$ cat config.mk
export PLATFORM = sky130hd
export DESIGN_NAME = hazard_unit
export DESIGN_NICKNAME = d
export VERILOG_FILES = /design/src/rtl/hazard_unit_pkg.sv /design/src/rtl/hazard_unit_pipe_reg.sv /design/src/rtl/hazard_unit.sv
export SDC_FILE = /design/constraint.sdc
export NUM_CORES = 1
export LEC_CHECK = 0
export BUFFER_PORTS_ARGS = -buffer_cell sky130_fd_sc_hd__buf_4
export CORE_MARGIN = 4
export CORE_UTILIZATION = 48
export DETAILED_ROUTE_END_ITERATION = 6
export GPL_ROUTABILITY_DRIVEN = 0
export PLACE_DENSITY = 0.74
export SLEW_MARGIN = 15
export SYNTH_ARGS = -nofsm -noshare
export SYNTH_HDL_FRONTEND = slang
export SYNTH_SLANG_ARGS = --single-unit
$ cat constraint.sdc
create_clock -name clk -period 2 [get_ports clk]
set_clock_uncertainty 0.15 [all_clocks]
set_input_delay 0.3 -clock clk [delete_from_list [all_inputs] [get_ports clk]]
set_output_delay 0.3 -clock clk [all_outputs]
set_load 0.01 [all_outputs]
$ cat src/rtl/hazard_unit_pkg.sv
// Shared constants for the pipeline hazard unit: forward-mux encodings,
// default register-address width and the PC register index.
package hazard_unit_pkg;

  localparam int REGW_DEF = 4;
  localparam int PC_ADDR  = 15;

  typedef logic [1:0] fwd_sel_t;

  localparam fwd_sel_t FWD_RF  = 2'b00;
  localparam fwd_sel_t FWD_WB  = 2'b01;
  localparam fwd_sel_t FWD_MEM = 2'b10;

endpackage

$ cat src/rtl/hazard_unit_pipe_reg.sv
// Shadow pipeline slot register: synchronous flush loads a bubble (all zeros),
// asynchronous active-low reset empties the slot.
module hazard_pipe_reg #(
  parameter int W = 1
) (
  input  logic         clk,
  input  logic         rst_n,
  input  logic         i_flush,
  input  logic [W-1:0] i_d,
  output logic [W-1:0] o_q
);

  logic [W-1:0] r_q;

  // Advance the slot every edge; a flush inserts a bubble instead of i_d.
  always_ff @(posedge clk or negedge rst_n) begin
    if (!rst_n)       r_q <= '0;
    else if (i_flush) r_q <= '0;
    else              r_q <= i_d;
  end

  assign o_q = r_q;

endmodule

$ cat src/rtl/hazard_unit.sv
// Hazard unit for a 5-stage pipeline: tracks E/M/W register usage in a shadow
// pipeline, generates forwarding selects, load-use stalls and branch flushes,
// and counts load-use stall cycles with saturation.
module hazard_unit
  import hazard_unit_pkg::*;
#(
  parameter int REGW = REGW_DEF,
  parameter int CNTW = 16
) (
  input  logic            clk,
  input  logic            reset,
  input  logic [REGW-1:0] RA1D,
  input  logic [REGW-1:0] RA2D,
  input  logic [REGW-1:0] WA3D,
  input  logic            RegWriteD,
  input  logic            MemtoRegD,
  input  logic            BranchTakenE,
  output logic [1:0]      ForwardAE,
  output logic [1:0]      ForwardBE,
  output logic            StallF,
  output logic            StallD,
  output logic            FlushD,
  output logic            FlushE,
  output logic [CNTW-1:0] StallCount
);

  localparam int EW = 3 * REGW + 2;
  localparam int MW = REGW + 1;
  localparam logic [REGW-1:0] PC_REG = REGW'(PC_ADDR);

  logic [EW-1:0]   w_e_q;
  logic [MW-1:0]   w_m_q;
  logic [MW-1:0]   w_w_q;
  logic [REGW-1:0] w_ra1e, w_ra2e, w_wa3e, w_wa3m, w_wa3w;
  logic            w_rwe, w_mre, w_rwm, w_rww;
  logic            w_bt;
  logic            w_lwstall;
  logic            w_flush_e;
  logic [CNTW-1:0] r_stall_cnt;

  hazard_pipe_reg #(.W(EW)) u_e_slot (
    .clk     (clk),
    .rst_n   (reset),
    .i_flush (w_flush_e),
    .i_d     ({RA1D, RA2D, WA3D, RegWriteD, MemtoRegD}),
    .o_q     (w_e_q)
  );

  hazard_pipe_reg #(.W(MW)) u_m_slot (
    .clk     (clk),
    .rst_n   (reset),
    .i_flush (1'b0),
    .i_d     ({w_wa3e, w_rwe}),
    .o_q     (w_m_q)
  );

  hazard_pipe_reg #(.W(MW)) u_w_slot (
    .clk     (clk),
    .rst_n   (reset),
    .i_flush (1'b0),
    .i_d     ({w_wa3m, w_rwm}),
    .o_q     (w_w_q)
  );

  assign {w_ra1e, w_ra2e, w_wa3e, w_rwe, w_mre} = w_e_q;
  assign {w_wa3m, w_rwm} = w_m_q;
  assign {w_wa3w, w_rww} = w_w_q;

  // Branch is ignored while reset is held so no flush shows during reset.
  assign w_bt = BranchTakenE & reset;

  assign w_lwstall = w_mre & w_rwe & ((w_wa3e == RA1D) | (w_wa3e == RA2D)) & ~w_bt;
  assign w_flush_e = w_lwstall | w_bt;

  assign StallF = w_lwstall;
  assign StallD = w_lwstall;
  assign FlushD = w_bt;
  assign FlushE = w_flush_e;

  // Memory stage wins over writeback; the PC is never forwarded.
  function automatic fwd_sel_t fwd_select(input logic [REGW-1:0] src,
                                          input logic [REGW-1:0] wa_m, input logic rw_m,
                                          input logic [REGW-1:0] wa_w, input logic rw_w);
    fwd_sel_t sel;
    sel = FWD_RF;
    if (src != PC_REG) begin
      if (rw_m && (wa_m == src))      sel = FWD_MEM;
      else if (rw_w && (wa_w == src)) sel = FWD_WB;
    end
    return sel;
  endfunction

  assign ForwardAE = fwd_select(w_ra1e, w_wa3m, w_rwm, w_wa3w, w_rww);
  assign ForwardBE = fwd_select(w_ra2e, w_wa3m, w_rwm, w_wa3w, w_rww);

  // Count load-use stall cycles, holding at all-ones instead of wrapping.
  always_ff @(posedge clk or negedge reset) begin
    if (!reset)                                 r_stall_cnt <= '0;
    else if (w_lwstall && (r_stall_cnt != '1))  r_stall_cnt <= r_stall_cnt + CNTW'(1);
  end

  assign StallCount = r_stall_cnt;

endmodule

=== Yosys cells after proc, flatten, opt, wreduce, memory -nomap -nowiden ===
Index checks and enable logic that the tools add are counted.

* Register bits: 40
* Output and inout port bits: 24
* Logic and storage cells: 33

* Add/subtract/negate cells: 1
* Equality and inequality tests: 9
* Mux-type cells: 7
* Bitwise logic cells: 7
* Reductions and logical operators: 5

{| class="wikitable"
|+ Operator list
! kind !! number
|-
| 4-bit equality test || 6
|-
| 16-bit by 1-bit adder with 16-bit output (second input constant) || 1
|-
| 16-bit inequality test (second input constant) || 1
|-
| 14-bit 2-to-1 mux || 1
|-
| 2-bit 2-to-1 mux || 4
|-
| 4-bit inequality test (second input constant) || 2
|-
| 1-bit logical AND || 5
|-
| 1-bit bitwise AND || 4
|-
| 1-bit 2-to-1 mux || 2
|-
| 1-bit bitwise OR || 2
|-
| 1-bit NOT || 1
|}

=== Longest topological paths before layout ===
Gate-level depths: netlist of the first run.

* Word-level depth: 6
* Gate-level depth with buffers: 7
* Gate-level depth less buffers: 6

=== Hierarchy ===
From an unflattened synthesis of the first run, not the netlist that was laid out.

* Cell total of the unflattened synthesis: 173
* Area, all modules: 1,938.1 um^2

{| class="wikitable"
|+ Modules (own cells, without submodules)
! module !! instances !! cells each !! area an instance (um^2) !! seq. area each (um^2)
|-
| hazard_unit || 1 || 124 || 1,147.4 || 400.4
|-
| hazard_pipe_reg at u_e_slot || 1 || 29 || 478.0 || 350.3
|-
| hazard_pipe_reg at u_m_slot ... || 2 || 10 || 156.4 || 125.1
|}

=== Worst setup path before layout of the first run ===
OpenSTA, ideal clock, no wires.

* Path kind: reg-to-reg
* From: register r_stall_cnt[0], in the netlist StallCount[0]
* To: register r_stall_cnt[3], in the netlist StallCount[3]
* Arrival time: 1.699 ns
* Data required time: 1.718 ns
* Path slack: 0.020 ns
* Cell stages (with the launch flop): 8
* Path buffers: 1
* Path through: dfrtp_1 > ha_1 > nand3_1 > nor4_2 > and3_2 > buf_6 > nor3_1 > xor2_1

* Longest elaborated chain between the ends: 2
* Elaborated cells on any way between the ends: 3
* Classes of those cells: add/sub: 1; eq/ne: 1; reduce/logical: 1

{| class="wikitable"
|+ RTL lines
! item !! RTL line !! text
|-
| from (decl) || hazard_unit.sv:39 || <nowiki>logic [CNTW-1:0] r_stall_cnt;</nowiki>
|-
| from (signal assigned) || hazard_unit.sv:99 || <nowiki>else if (w_lwstall && (r_stall_cnt != '1)) r_stall_cnt <= r_stall_cnt + CNTW'(1);</nowiki>
|-
| branches (longest 2 deep; another with 16-bit by 1-bit adder with 16-bit output) || - ||
|}

Parallel ways; which one is timed is not known.
A chain may end at the register's enable or synchronous reset.

=== Worst setup path after layout of the first run ===
* From: register u_e_slot.r_q[2], in the netlist u_e_slot.o_q[2]
* To: output StallF

* Longest elaborated chain between the ends: 4
* Elaborated cells on any way between the ends: 5
* Classes of those cells: eq/ne: 2; bitwise: 3

{| class="wikitable"
|+ RTL lines
! item !! RTL line !! text
|-
| from (decl) || hazard_unit_pipe_reg.sv:13 || <nowiki>logic [W-1:0] r_q;</nowiki>
|-
| from (signal assigned) || hazard_unit_pipe_reg.sv:19 || <nowiki>else r_q <= i_d;</nowiki>
|-
| 4-bit equality test || hazard_unit.sv:72 || <nowiki>assign w_lwstall = w_mre & w_rwe & ((w_wa3e == RA1D) | (w_wa3e == RA2D)) & ~w_bt;</nowiki>
|-
| 1-bit bitwise OR (*) || hazard_unit.sv:72 ||
|-
| 1-bit bitwise AND (*) (2 in a row) || hazard_unit.sv:72 ||
|-
| to (decl) || hazard_unit.sv:20 || <nowiki>output logic StallF,</nowiki>
|}

Mark *: on every way between the ends. The rest lies on a longest branch, timed or not.

==> results of run 1 <==
per-stage QoR:
stage,hold slack [ns],std cells,util
after floorplan,-0.1456,163,-
after global placement,0.2182,259,0.6210
after detailed placement,0.2177,259,0.6210
after CTS,0.04391,280,0.7082
after global routing,0.05830,288,0.7460
final,0.05044,288,0.7460
report_power, final:
group	switching (mW)	leakage, nW	internal, mW
clock	0.303	0.0434	0.279
combinational	0.156	0.720	0.198
sequential	0.0664	0.491	0.873
total	0.525	1.25	1.35
synth_stat cells, types with 2 or more instances:
library cell              instances
sky130_fd_sc_hd__mux2_1           2
sky130_fd_sc_hd__nor4_2           5
sky130_fd_sc_hd__inv_1            4
sky130_fd_sc_hd__nand4_1          4
sky130_fd_sc_hd__nor3_2           4
sky130_fd_sc_hd__and2_1          15
sky130_fd_sc_hd__dfrtp_1         40
sky130_fd_sc_hd__buf_6            3
sky130_fd_sc_hd__nand3_1         11
sky130_fd_sc_hd__nor3_1           5
sky130_fd_sc_hd__and3_1           2
sky130_fd_sc_hd__o21ai_0          2
sky130_fd_sc_hd__xnor2_1         15
sky130_fd_sc_hd__a41oi_1          2
sky130_fd_sc_hd__nand2_1          9
sky130_fd_sc_hd__xor2_1          19
sky130_fd_sc_hd__o31ai_1          2
sky130_fd_sc_hd__nor2_1           3
sequential cells by signal, summed over array words and instances (netlist names):
register / count
StallCount: 16
u_m_slot.o_q: 5
u_e_slot.o_q: 14
u_w_slot.o_q: 5
logic make-up after synthesis:
group / synth area share
and+or+nand+nor: 0.2284
AOI/OAI and AO/OA: 0.03795
xor gates and xnor gates: 0.1558
DFF: 0.5236
buffers and inverters: 0.03599
adders and majority gates: 0.006543
muxes: 0.01178
layer usage:
metal  vias up  wire [µm]
met5         -          0
met4         0         71
met3         8        242
met2        45       2506
met1       758       1912
li1        704          -
worst min path at each step:
stage | from | endpoint
floorplan | reset | StallCount[0]
global placement | u_e_slot.o_q[1] | u_m_slot.o_q[0]
detailed placement | u_e_slot.o_q[1] | u_m_slot.o_q[0]
CTS | WA3D[1] | u_e_slot.o_q[3]
global route | WA3D[3] | u_e_slot.o_q[5]
finish | WA3D[1] | u_e_slot.o_q[3]
cell type report:
type | count | area share
Timing Repair Buffer | 74 | 0.2146
Clock buffer | 6 | 0.02957
Sequential cell | 40 | 0.3598
Inverter | 6 | 0.009409
Multi-Input combinational cell | 112 | 0.3598
Tap cell | 48 | 0.02151
Clock inverter | 2 | 0.005376
critical path, delay by kind of cell (launching register included):
family	cells	cell delay, ns
compound gates	1	0.37
xor+xnor	1	0.17
buf+inv	3	0.27
flops	1	0.44
simple gates	1	0.18
repair_timing:
| action | CTS | global route |
|---|---|---|
| pin swaps | 26 | 16 |
| buffers inserted | 12 | 8 |
| gates cloned | 0 | 0 |
| hold buffers | 1 | 0 |
| setup endpoints to repair | 15 | 22 |
| resized for setup | 25 | 16 |
| hold endpoints to repair | 40 | 0 |
==> reports/summary.md, run 1 <==
The die is 71.11 µm wide. The standard-cell row count was 22. Number of nets still failing antenna checks after routing: 0. The number of buffers created by CTS is 5. The storage element area was 1005 µm².

The tool flagged a number of max-cap violations equal to 0. After detailed routing, the number of remaining DRC violations is 0. Counting flops and latches in the post-synthesis netlist gives 40. The portion of the clock cycle consumed by the worst path in the final layout is 1.089, and the worst voltage drop across the vdd grid is 0.5575 mV. STA puts the critical path data arrival time at 1.73 ns. In the routed layout, each cell is associated on average with a via count of 5.260.

Proportion of layout cells with a drive suffix above 1: 0.4708. The post-synthesis instance area is 1912 µm². The largest fanout of any net on the critical path came out at 3.

After the first detailed-routing iteration, the DRC count stood at 92. The capturing element type of the critical path was an output pin. The checks that failed: negative setup slack. Shortest period the worst path allows: 2.178 ns. Summed over all layers, the global routing overflow is 0. By area the synthesized netlist is led by sky130_fd_sc_hd__dfrtp_1 52%, sky130_fd_sc_hd__xor2_1 8.7%, sky130_fd_sc_hd__xnor2_1 6.9%. The critical path goes through xnor2_2 > nand4_1 > a211o_4 > buf_6 > inv_4 > buf_6. The category of the worst setup path launch point was a register.

Clock tree synthesis found a total of 40 sinks. The launch point of the worst reg-to-reg path is u_e_slot.o_q[2]. The pin slew with the least headroom to its limit is 0.4952 ns.

The number of flops mapped to enable cells by yosys works out to 0. The depth of the worst register-to-register path works out to 7. Tracing the worst setup path back leads to its startpoint at u_e_slot.o_q[2]. The worst setup path endpoint is StallF. The clock passes through at most 2 buffers. The multi-input logic area was 1005 µm²; the total iterations of the first detailed-routing run was 5.

The logs give 1.55 ns for the critical path required time and 0 for the number of pins exceeding their max-slew limit in the final report. The number of warning messages in the yosys log is 0, and the largest net degree at the start of global routing is 41. The most frequent standard cell in the layout excluding fill and tap cells was sky130_fd_sc_hd__buf_4.

After detailed routing, the total wire length is 4.731 mm. The share of flip-flops with an asynchronous set or reset is 1.000. The leakage power is 1.254 nW, and the height of the die is 71.11 µm. For the global router's overall resource usage, the log shows 0.1885. Starting utilization of the core area: 0.5107. At the end of the flow, the number of nets in the layout was 257. The net count after synthesis is 181. The tools report the via count of the first global-routing pass as 1590. The logs give 0 for the count of endpoints failing hold in the final timing report and 0 for the initial antenna violation count.

The die covers 5057 µm². The setup check on the worst reg-to-reg path leaves a slack of -0.16 ns. The number of I/O pins is 41. Detailed routing inserted a total of 1515 vias.

Along the worst hold path, the cell count comes to 2. The setup-violating endpoint count in the final report is 21. The global routing stage identified its most utilized layer as met2. The synthesized area per cell works out to 11.73 µm². The endpoint identified for the worst register-to-register timing path is StallCount[6]. The core outline area was 3744 µm². The min-delay analysis places its worst path in the category in2reg. With fillers left out, the area of the finished cells amounts to 2793 µm². The clock reaches the later pin of the worst-skew pair after 0.30 ns.

The layout overhead on the synthesized area came out at 46.07%. The flow ran to the end, but the final reports show violations. Leaving out fill and tap cells, the most frequent cells in the layout are 62 x sky130_fd_sc_hd__buf_4, 37 x sky130_fd_sc_hd__dfrtp_1, 19 x sky130_fd_sc_hd__xor2_1, 15 x sky130_fd_sc_hd__and2_1, 14 x sky130_fd_sc_hd__xnor2_1. The met2 track utilization from global routing came out at 0.3182. Setup repair after global routing could not meet its margin everywhere.

For the final routed database, the setup TNS stands at -1.750 ns. The global-route track usage on met1 is 0.2367, and the number of standard cells after synthesis is 163. Cell at the slowest stage of the critical path: sky130_fd_sc_hd__dfrtp_1. The worst slack at placement came out at -0.1086 ns. In the final routed layout, each cell accounts on average for 16.43 µm. The tools report the post-synthesis cell type count as 34.

Library cell appearing most often on the critical path: sky130_fd_sc_hd__buf_6. The first global-routing pass estimated 7.486 mm of wire. The placed instances occupy a cell area of 2325 µm².

The logs give 0 for the antenna diode count and 0.5236 for the share of synthesized area occupied by flip-flops and latches. After filler insertion, the fill cell instance count of the layout stands at 260. TritonCTS built the clock tree. Clock tree synthesis selected as its root buffer the cell sky130_fd_sc_hd__clkbuf_8. The achievable frequency is 0.4591 GHz. Summed over all nets, the half-perimeter wirelength after detailed placement is 2.981 mm.

The most used flip-flop cell after synthesis is sky130_fd_sc_hd__dfrtp_1. The critical path's largest stage delay is 0.44 ns, and the count of port buffers added during placement is 40. The setup slack after layout is -0.1780 ns, and the worst slew margin relative to its limit is 0.6698.

Power spread over the standard cell area amounts to 671.8 nW/µm². The count of H-tree levels built during CTS is 2. The largest total area in the synthesized netlist belongs to sky130_fd_sc_hd__dfrtp_1.

The global routing usage on met3 is 0.03551, and the total power is 1.876 mW. The area share of the largest cell type after synthesis is 0.5236. Clock-pin slew was measured on the worst setup and hold paths at 0.08 ns. The critical path class is reg2out.
(Power assumes the default switching activity.)
==> inputs of run 2 (changes only) <==
Settings changed: CORE_UTILIZATION 48 to 53, PLACE_DENSITY 0.74 to 0.78.
Clock period 2 ns to 2.32 ns, I/O delays scaled along.
==> reports/summary.md, run 2 (synthesis gave the netlist of run 1 again) <==
The leakage power was 1.140 nW (was 1.254 nW). The run gives 2 (unchanged) as the count of H-tree levels built during CTS. The run gives 21 (was 22) as the standard-cell row count. The cell at the slowest stage of the critical path was sky130_fd_sc_hd__dfrtp_1 (unchanged).

Proportion of layout cells with a drive suffix above 1: 0.3532 (was 0.4708). For the wire length reported by the detailed router, the log shows 3.939 mm (was 4.731 mm). The tools report the end point of the worst hold path as u_e_slot.o_q[3] (unchanged). The antenna diode count is 0 (unchanged). For the setup-violating endpoint count in the final report, the log shows 0 (was 21).

The depth of the worst register-to-register path is 6 (was 7). The run gives 41 (unchanged) as the largest net degree at the start of global routing. The worst hold path class is in2reg (unchanged). The largest buffer count on any clock path came out at 2 (unchanged). The endpoint of the worst-slack reg-to-reg timing path is StallCount[15] (was StallCount[6]). The met2 track utilization from global routing is 0.2888 (was 0.3182).

Cell Chain, Critical Path: xnor2_2 > nand4_1 > a211o_1 > buf_6 > inv_2 > buf_4 (was xnor2_2 > nand4_1 > a211o_4 > buf_6 > inv_4 > buf_6). The critical path class is reg2out (unchanged). Counting I/O delays and the setup requirement, the final critical path takes 2.291 ns. The run gives 0 (unchanged) as the number of pins exceeding their max-slew limit in the final report. For the number of I/O pins, the log shows 41 (unchanged). The global router's overall resource usage was 0.1854 (was 0.1885).

The flip-flop count of the largest register, all copies and words added came out at 16 (unchanged). Top library cells by usage in the layout, fill and taps aside: 51 x sky130_fd_sc_hd__buf_4, 40 x sky130_fd_sc_hd__dfrtp_1, 19 x sky130_fd_sc_hd__xor2_1, 15 x sky130_fd_sc_hd__and2_1, 13 x sky130_fd_sc_hd__xnor2_1 (was 62 x sky130_fd_sc_hd__buf_4, 37 x sky130_fd_sc_hd__dfrtp_1, 19 x sky130_fd_sc_hd__xor2_1, 15 x sky130_fd_sc_hd__and2_1, 14 x sky130_fd_sc_hd__xnor2_1). The logs give 264 (was 288) for the final cell count without fillers and 5 (unchanged) for the number of buffers created by CTS.

TritonCTS built the clock tree. The layout overhead on the synthesized area is 25.98% (was 46.07%). The most frequent standard cell in the layout excluding fill and tap cells is sky130_fd_sc_hd__buf_4 (unchanged).

The clock tree root buffer cell was sky130_fd_sc_hd__clkbuf_4 (was sky130_fd_sc_hd__clkbuf_8). The run gives 0 (unchanged) as the aggregate global routing overflow. Based on the critical path, the design can be clocked at up to 0.4366 GHz. The tools report the category of the worst setup path launch point as a register (unchanged).

Power density over the cells: 594.2 nW/µm² (was 671.8 nW/µm²). The clock sink total was 40 (unchanged). The reg2reg setup slack came out at 0.12 ns (was -0.16 ns).

Launch point of the worst reg-to-reg path: u_e_slot.o_q[3] (was u_e_slot.o_q[2]). The portion of the clock cycle consumed by the worst path in the final layout is 0.9873, and the starting utilization of the core area is 0.5597 (was 0.5107). For the post-detailed-route DRC marker count, the log shows 0 (unchanged). The total iterations of the first detailed-routing run was 4 (was 5).

Largest fanout of any net on the critical path: 5 (was 3). The count of port buffers added during placement was 40 (unchanged). The run finished with clean final reports. The tools report the number of fill cells as 259 (was 260). The worst slew margin relative to its limit came out at 0.6793 (was 0.6698).

The run gives 2.937 mm (was 2.981 mm) as the detailed placement HPWL. The number of cells on the worst hold path was 2 (unchanged). The clock latency on the worst-skew pair is 0.35 ns (was 0.30 ns).

The first-pass GRT wire length is 6.320 mm (was 7.486 mm), and the detail-routed via count per cell is 5.428 (was 5.260). The total instance count after detailed placement is 250 (was 259), and the critical path's largest stage delay is 0.46 ns (was 0.44 ns). The via count of the first global-routing pass is 1380 (was 1590), and the worst voltage drop across the vdd grid is 0.4788 mV (was 0.5575 mV). Initial antenna violation count: 0 (unchanged). The tools report the capturing element type of the critical path as an output pin (unchanged). The most used routing layer was met2 (unchanged).

The tools report the area enclosed by the die boundary as 4632 µm² (was 5057 µm²). The detailed-route wire length per cell is 14.92 µm (was 16.43 µm). The clock slew seen by the registers of the worst setup and hold paths is 0.10 ns (was 0.08 ns).

The DRC marker count from the first detailed-route iteration is 34 (was 92), and the count of endpoints failing hold in the final timing report is 0 (unchanged). The count of maximum capacitance violations is 0 (unchanged), and the width of the die is 68.06 µm (was 71.11 µm). The core outline area was 3416 µm² (was 3744 µm²); the number of nets still failing antenna checks after routing was 0 (unchanged).

The run gives 0 ns (was -1.750 ns) as the sum of negative setup slack. Critical path required time: 1.82 ns (was 1.55 ns). The tools report the multi-input logic area as 857.1 µm² (was 1005 µm²). The pin slew with the least headroom to its limit works out to 0.4810 ns (was 0.4952 ns). The height of the die works out to 68.06 µm (was 71.11 µm). Startpoint of the worst hold path: WA3D[1] (unchanged). The total number of vias was 1433 (was 1515). For the global-route track usage on met1, the log shows 0.2484 (was 0.2367). For the post-layout net count, the log shows 236 (was 257). The logs give 1.79 ns (was 1.73 ns) for the data arrival time at the worst-slack endpoint and 1001 µm² (was 1005 µm²) for the storage element area. The global routing usage on met3 is 0.04598 (was 0.03551).
-- run 2: changes by cell type in the layout (fill, tap and decap cells not counted), sizes merged --
| cell | change |
|---|---|
| clkinvlp | -2 |
| clkbuf | +1 |
| buf | -21 |
-- run 2: worst max path at each step --
stage / slack [ns] / startpoint / depth (start not counted) / endpoint
floorplan: 0.34 / StallCount[0] / 7 / StallCount[3]
global placement: 0.25 / RA1D[3] / 6 / StallCount[15]
detailed placement: 0.21 / RA1D[3] / 7 / StallCount[13]
CTS: 0.03 / reset / 7 / StallD
global route: -0.08 / u_e_slot.o_q[2] / 6 / StallD
finish: 0.03 / u_e_slot.o_q[3] / 6 / StallD
-- run 2: stage by stage --
| step | worst slack [ns] | hold slack [ns] | total power [mW] | instance area (µm²) | util |
|---|---|---|---|---|---|
| after floorplan | 0.3397 | -0.09759 | 0.9319 | 1912 | - |
| after global placement | 0.2544 | 0.2124 | 1.038 | 2270 | 0.6645 |
| after detailed placement | 0.2104 | 0.2196 | 1.052 | 2270 | 0.6645 |
| after CTS | 0.02764 | 0.04941 | 1.434 | 2352 | 0.6886 |
| after global routing | -0.07689 | 0.04516 | 1.508 | 2409 | 0.7051 |
| final | 0.02937 | 0.05250 | 1.431 | 2409 | 0.7051 |
-- run 2: metal layers --
layer  wire length, µm  vias to the layer above  part of all wire
li1                  -                      668                 -
met1              1730                      709              0.44
met2              1918                       50              0.49
met3               226                        6             0.057
met4                65                        0             0.017
met5                 0                        -                 0
-- run 2: final cells by class --
class / instances / share of cell area
timing repair buffer: 53 / 0.1678
sequential: 40 / 0.4156
inverter: 6 / 0.009870
multi-input combinational: 112 / 0.3558
tap: 46 / 0.02390
clock buffer: 7 / 0.02701
-- run 2: where the power goes --
part           total, mW  internal, mW  switching [mW]
logic              0.225         0.127          0.0973
registers          0.823         0.752          0.0712
clock network      0.383         0.172           0.211
-- run 2: worst max-delay path: cells and delay by family, from the launching register on --
| family | cells | cell delay [ns] |
|---|---|---|
| flops | 1 | 0.46 |
| buf+inv | 3 | 0.30 |
| simple gates | 1 | 0.16 |
| compound gates | 1 | 0.36 |
| xor+xnor | 1 | 0.17 |
-- run 2: timing repair --
item                       4_1_cts  5_1_grt
setup endpoints to repair        2        2
resized for setup                0        3
buffers inserted                 1        5
hold buffers                     1        0
hold endpoints to repair        40        0
pin swaps                        1        4
==> inputs of run 3 (changes only) <==
Settings changed: CORE_UTILIZATION 53 to 54, PLACE_DENSITY 0.78 to 0.79, SYNTH_HIERARCHICAL set to 1.
Clock period 2.32 ns to 2.5 ns, I/O delays scaled along.
==> reports/summary.md, run 3 <==
The number of flops mapped to enable cells by yosys is 0 (unchanged), and the clock latency on the worst-skew pair is 0.34 ns (was 0.35 ns). The critical path class was reg2out (unchanged). The run gives 173 (was 163) as the number of standard cells after synthesis. The count of port buffers added during placement works out to 40 (unchanged).

The number of cells on the worst hold path was 2 (unchanged). TritonCTS built the clock tree. The tools report the via count of the first global-routing pass as 1411 (was 1380). The worst hold path class was in2reg (unchanged).

The tools report the count of H-tree levels built during CTS as 2 (unchanged). The final cell count without fillers was 275 (was 264). The combinational group share of total power is 0.122 (was 0.157). The utilization after layout is 0.7261 (was 0.7051), and the area share of the largest cell type after synthesis is 0.5165 (was 0.5236).

Most frequent standard cell in the layout excluding fill and tap cells: sky130_fd_sc_hd__buf_4 (unchanged). Dominant synthesized flop cell: sky130_fd_sc_hd__dfrtp_1 (unchanged). The leakage power was 1.170 nW (was 1.140 nW); the critical path required time was 1.98 ns (was 1.82 ns).

Most common library cells after synthesis: 40 x sky130_fd_sc_hd__dfrtp_1, 25 x sky130_fd_sc_hd__xnor2_1, 14 x sky130_fd_sc_hd__nand4_1, 11 x sky130_fd_sc_hd__nor2b_1, 11 x sky130_fd_sc_hd__xor2_1 (was 40 x sky130_fd_sc_hd__dfrtp_1, 19 x sky130_fd_sc_hd__xor2_1, 15 x sky130_fd_sc_hd__and2_1, 15 x sky130_fd_sc_hd__xnor2_1, 11 x sky130_fd_sc_hd__nand3_1). The antenna diode count was 0 (unchanged); the synthesized area per cell was 11.20 µm² (was 11.73 µm²). Depth of the critical timing path with buffers and inverters included: 5 (was 6). The cell internal power dissipation came out at 1.203 mW (was 1.051 mW). The width of the die was 67.91 µm (was 68.06 µm). End point of the worst hold path: u_e_slot/o_q[5] (was u_e_slot.o_q[3]). The number of nets still failing antenna checks after routing came out at 0 (unchanged). The logs give 0 (was 1) for the buffers inserted during post-CTS setup optimization and 6.396 mm (was 6.320 mm) for the first-pass GRT wire length. The tools report the capturing element type of the critical path as an output pin (unchanged). The run gives 0 (unchanged) as the count of endpoints failing hold in the final timing report. The proportion of layout cells with a drive suffix above 1 is 0.2926 (was 0.3532), and the flip-flop count of the largest register, all copies and words added is 16 (unchanged). The tools report the number of fill cells as 235 (was 259). The number of I/O pins was 41 (unchanged); the clock slew seen by the registers of the worst setup and hold paths was 0.13 ns (was 0.10 ns). The initial antenna violation count was 0 (unchanged). The flow ran to the end, and the final reports show no timing, DRC or antenna violations. Top library cells by usage in the layout, fill and taps aside: 43 x sky130_fd_sc_hd__buf_4, 40 x sky130_fd_sc_hd__dfrtp_1, 25 x sky130_fd_sc_hd__xnor2_1, 14 x sky130_fd_sc_hd__nand4_1 (was 51 x sky130_fd_sc_hd__buf_4, 40 x sky130_fd_sc_hd__dfrtp_1, 19 x sky130_fd_sc_hd__xor2_1, 15 x sky130_fd_sc_hd__and2_1, 13 x sky130_fd_sc_hd__xnor2_1).

The tools report the launch point of the worst reg-to-reg path as StallCount[0] (was u_e_slot.o_q[3]). The number of warning messages in the yosys log is 6 (was 0), and the largest buffer count on any clock path is 2 (unchanged). Flip-flop and latch count after synthesis: 40 (unchanged). Endpoint of the worst-slack reg-to-reg timing path: StallCount[1] (was StallCount[15]). Cell Chain, Critical Path: xnor2_1 > nand4_1 > a21oi_4 > or2_4 > buf_4 (was xnor2_2 > nand4_1 > a211o_1 > buf_6 > inv_2 > buf_4).

The critical path's largest stage delay was 0.44 ns (was 0.46 ns); the total number of vias was 1409 (was 1433). The switching share of power was 0.2222 (was 0.2655). Startpoint of the worst hold path: WA3D[3] (was WA3D[1]). The setup slack after layout is 0.1937 ns (was 0.02937 ns). The tools report the reg2reg setup slack as 0.20 ns (was 0.12 ns). The largest net degree at the start of global routing is 41 (unchanged), and the total power is 1.547 mW (was 1.431 mW). The count of maximum capacitance violations is 0 (unchanged), and the post-layout net count is 246 (was 236). The area of placed instances is 2313 µm² (was 2270 µm²). The most frequently used cell type in the post-synthesis netlist was sky130_fd_sc_hd__dfrtp_1 (unchanged).

The worst slack at placement is 0.2491 ns (was 0.2104 ns), and the worst path buffer plus inverter count is 1 (was 3). The power density over the cells is 628.6 nW/µm² (was 594.2 nW/µm²). Sum of negative setup slack: 0 ns (unchanged).

The run gives 0.09136 ns (was 0.05250 ns) as the final hold slack. The number of buffers created by CTS came out at 5 (unchanged). The run gives 0.473 (was 0.575) as the relative contribution of sequential cells to total power. The tools report the aggregate global routing overflow as 0 (unchanged).

The tools report the DRC marker count from the first detailed-route iteration as 72 (was 34). The run gives 4612 µm² (was 4632 µm²) as the area enclosed by the die boundary. Total instance count after detailed placement: 266 (was 250). Category of the worst setup path launch point: a register (unchanged).

The core outline area was 3390 µm² (was 3416 µm²). Total iterations of the first detailed-routing run: 4 (unchanged). Setup repair after global routing left no endpoint under its margin. Height of the die: 67.91 µm (was 68.06 µm). The run gives 0.5165 (was 0.5236) as the share of synthesized area occupied by flip-flops and latches. The clock sink total came out at 40 (unchanged).

The achievable frequency was 0.4336 GHz; the detailed placement HPWL was 2.832 mm (was 2.937 mm). Clock tree root buffer cell: sky130_fd_sc_hd__clkbuf_4 (unchanged). The cell type with the highest aggregate area in the netlist is sky130_fd_sc_hd__dfrtp_1 (unchanged). For the worst voltage drop across the vdd grid, the log shows 0.7410 mV (was 0.4788 mV). The switching power of the nets is 343.7 µW (was 380.0 µW), and the layout overhead on the synthesized area is 26.99% (was 25.98%). The global router's overall resource usage is 0.1854 (about the same), and the setup-violating endpoint count in the final report is 0 (unchanged). The cell class contributing the biggest share of worst-path delay was flip-flops (unchanged). The standard-cell row count is 21 (unchanged). The depth of the worst register-to-register path works out to 5 (was 6).

Cell at the slowest stage of the critical path: sky130_fd_sc_hd__dfrtp_1 (unchanged). Portion of the clock cycle consumed by the worst path in the final layout: 0.9225. The starting utilization of the core area came out at 0.5718 (was 0.5597). The run gives 0.405 (was 0.268) as the fraction of power consumed by the clock network. The post-synthesis cell type count is 31 (was 34), and the shortest period the worst path allows is 2.306 ns. The largest fanout of any net on the critical path came out at 8 (was 5). The wire length reported by the detailed router was 3.751 mm (was 3.939 mm); the detailed-route wire length per cell was 13.64 µm (was 14.92 µm).

The worst setup path startpoint is u_e_slot/o_q[3] (was u_e_slot.o_q[3]). Final design instance area without fill: 2461 µm² (was 2409 µm²). Number of pins exceeding their max-slew limit in the final report: 0 (unchanged). The detail-routed via count per cell came out at 5.124 (was 5.428). The tools report the data arrival time at the worst-slack endpoint as 1.78 ns (was 1.79 ns). Top area cells in the synthesized netlist: sky130_fd_sc_hd__dfrtp_1 52%, sky130_fd_sc_hd__xnor2_1 11%, sky130_fd_sc_hd__xor2_1 5.0% (was sky130_fd_sc_hd__dfrtp_1 52%, sky130_fd_sc_hd__xor2_1 8.7%, sky130_fd_sc_hd__xnor2_1 6.9%).

The logs give 0 (unchanged) for the post-detailed-route DRC marker count and 1938 µm² (was 1912 µm²) for the post-synthesis instance area. Share of flip-flops with an asynchronous set or reset: 1.000 (unchanged).
[run 3: cell count changes after synthesis, sizes merged, moves of 5 or more]
cell   delta
xor2      -8
xnor2    +10
and3      +6
nand4    +10
nor2b    +21
nor4      -5
and2     -14
[run 3: per-layer routing]
layer  GRT usage  vias up  wire [µm]
met5           0        -          0
met4     0.06700        0         23
met3     0.04433        2        225
met1      0.2476      673       1679
met2      0.2953       45       1823
li1            -      689          -
[run 3: worst max path at each step]
stage | to | slack, ns
final | FlushE | 0.19
after global routing | FlushE | 0.05
after CTS | FlushE | 0.09
after detailed placement | StallCount[1] | 0.25
after global placement | StallCount[1] | 0.34
after floorplan | StallCount[1] | 0.35
[run 3: final cells by class]
class	count	area [µm²]	area share
clock buffer	5	37.54	0.01525
clock inverter	3	90.09	0.03660
inverter	4	15.01	0.006101
multi-input combinational	133	927.1	0.3767
sequential	40	1001	0.4067
tap	46	57.56	0.02339
timing repair buffer	44	332.8	0.1352
[run 3: cell families (layout without fill, tap and decap cells)]
| kind of cell | count (synthesis) | count (layout) | share of synthesized area |
|---|---|---|---|
| xor gates and xnor gates | 36 | 36 | 0.1627 |
| and+or+nand+nor | 77 | 77 | 0.2492 |
| buffers and inverters | 9 | 56 | 0.02775 |
| adders and majority gates | 1 | 1 | 0.006455 |
| other | 1 | 10 | 0.001935 |
| DFF | 40 | 40 | 0.5165 |
| AOI/OAI and AO/OA | 8 | 8 | 0.02776 |
| muxes | 1 | 1 | 0.007745 |
[run 3: power groups by stage]
stage / Clock (mW) / Sequential (mW) / Combinational [mW]
floorplan: 0 / 0.740 / 0.100
global placement: 0 / 0.738 / 0.182
detailed placement: 0 / 0.743 / 0.187
CTS: 0.630 / 0.732 / 0.189
global route: 0.659 / 0.739 / 0.209
finish: 0.626 / 0.732 / 0.189
[run 3: what timing repair did]
item | 4_1_cts | 5_1_grt
endpoints found under the hold margin | 40 | 0
endpoints found under the setup margin | 0 | 1
hold buffers | 1 | 0
resized for setup | 0 | 2
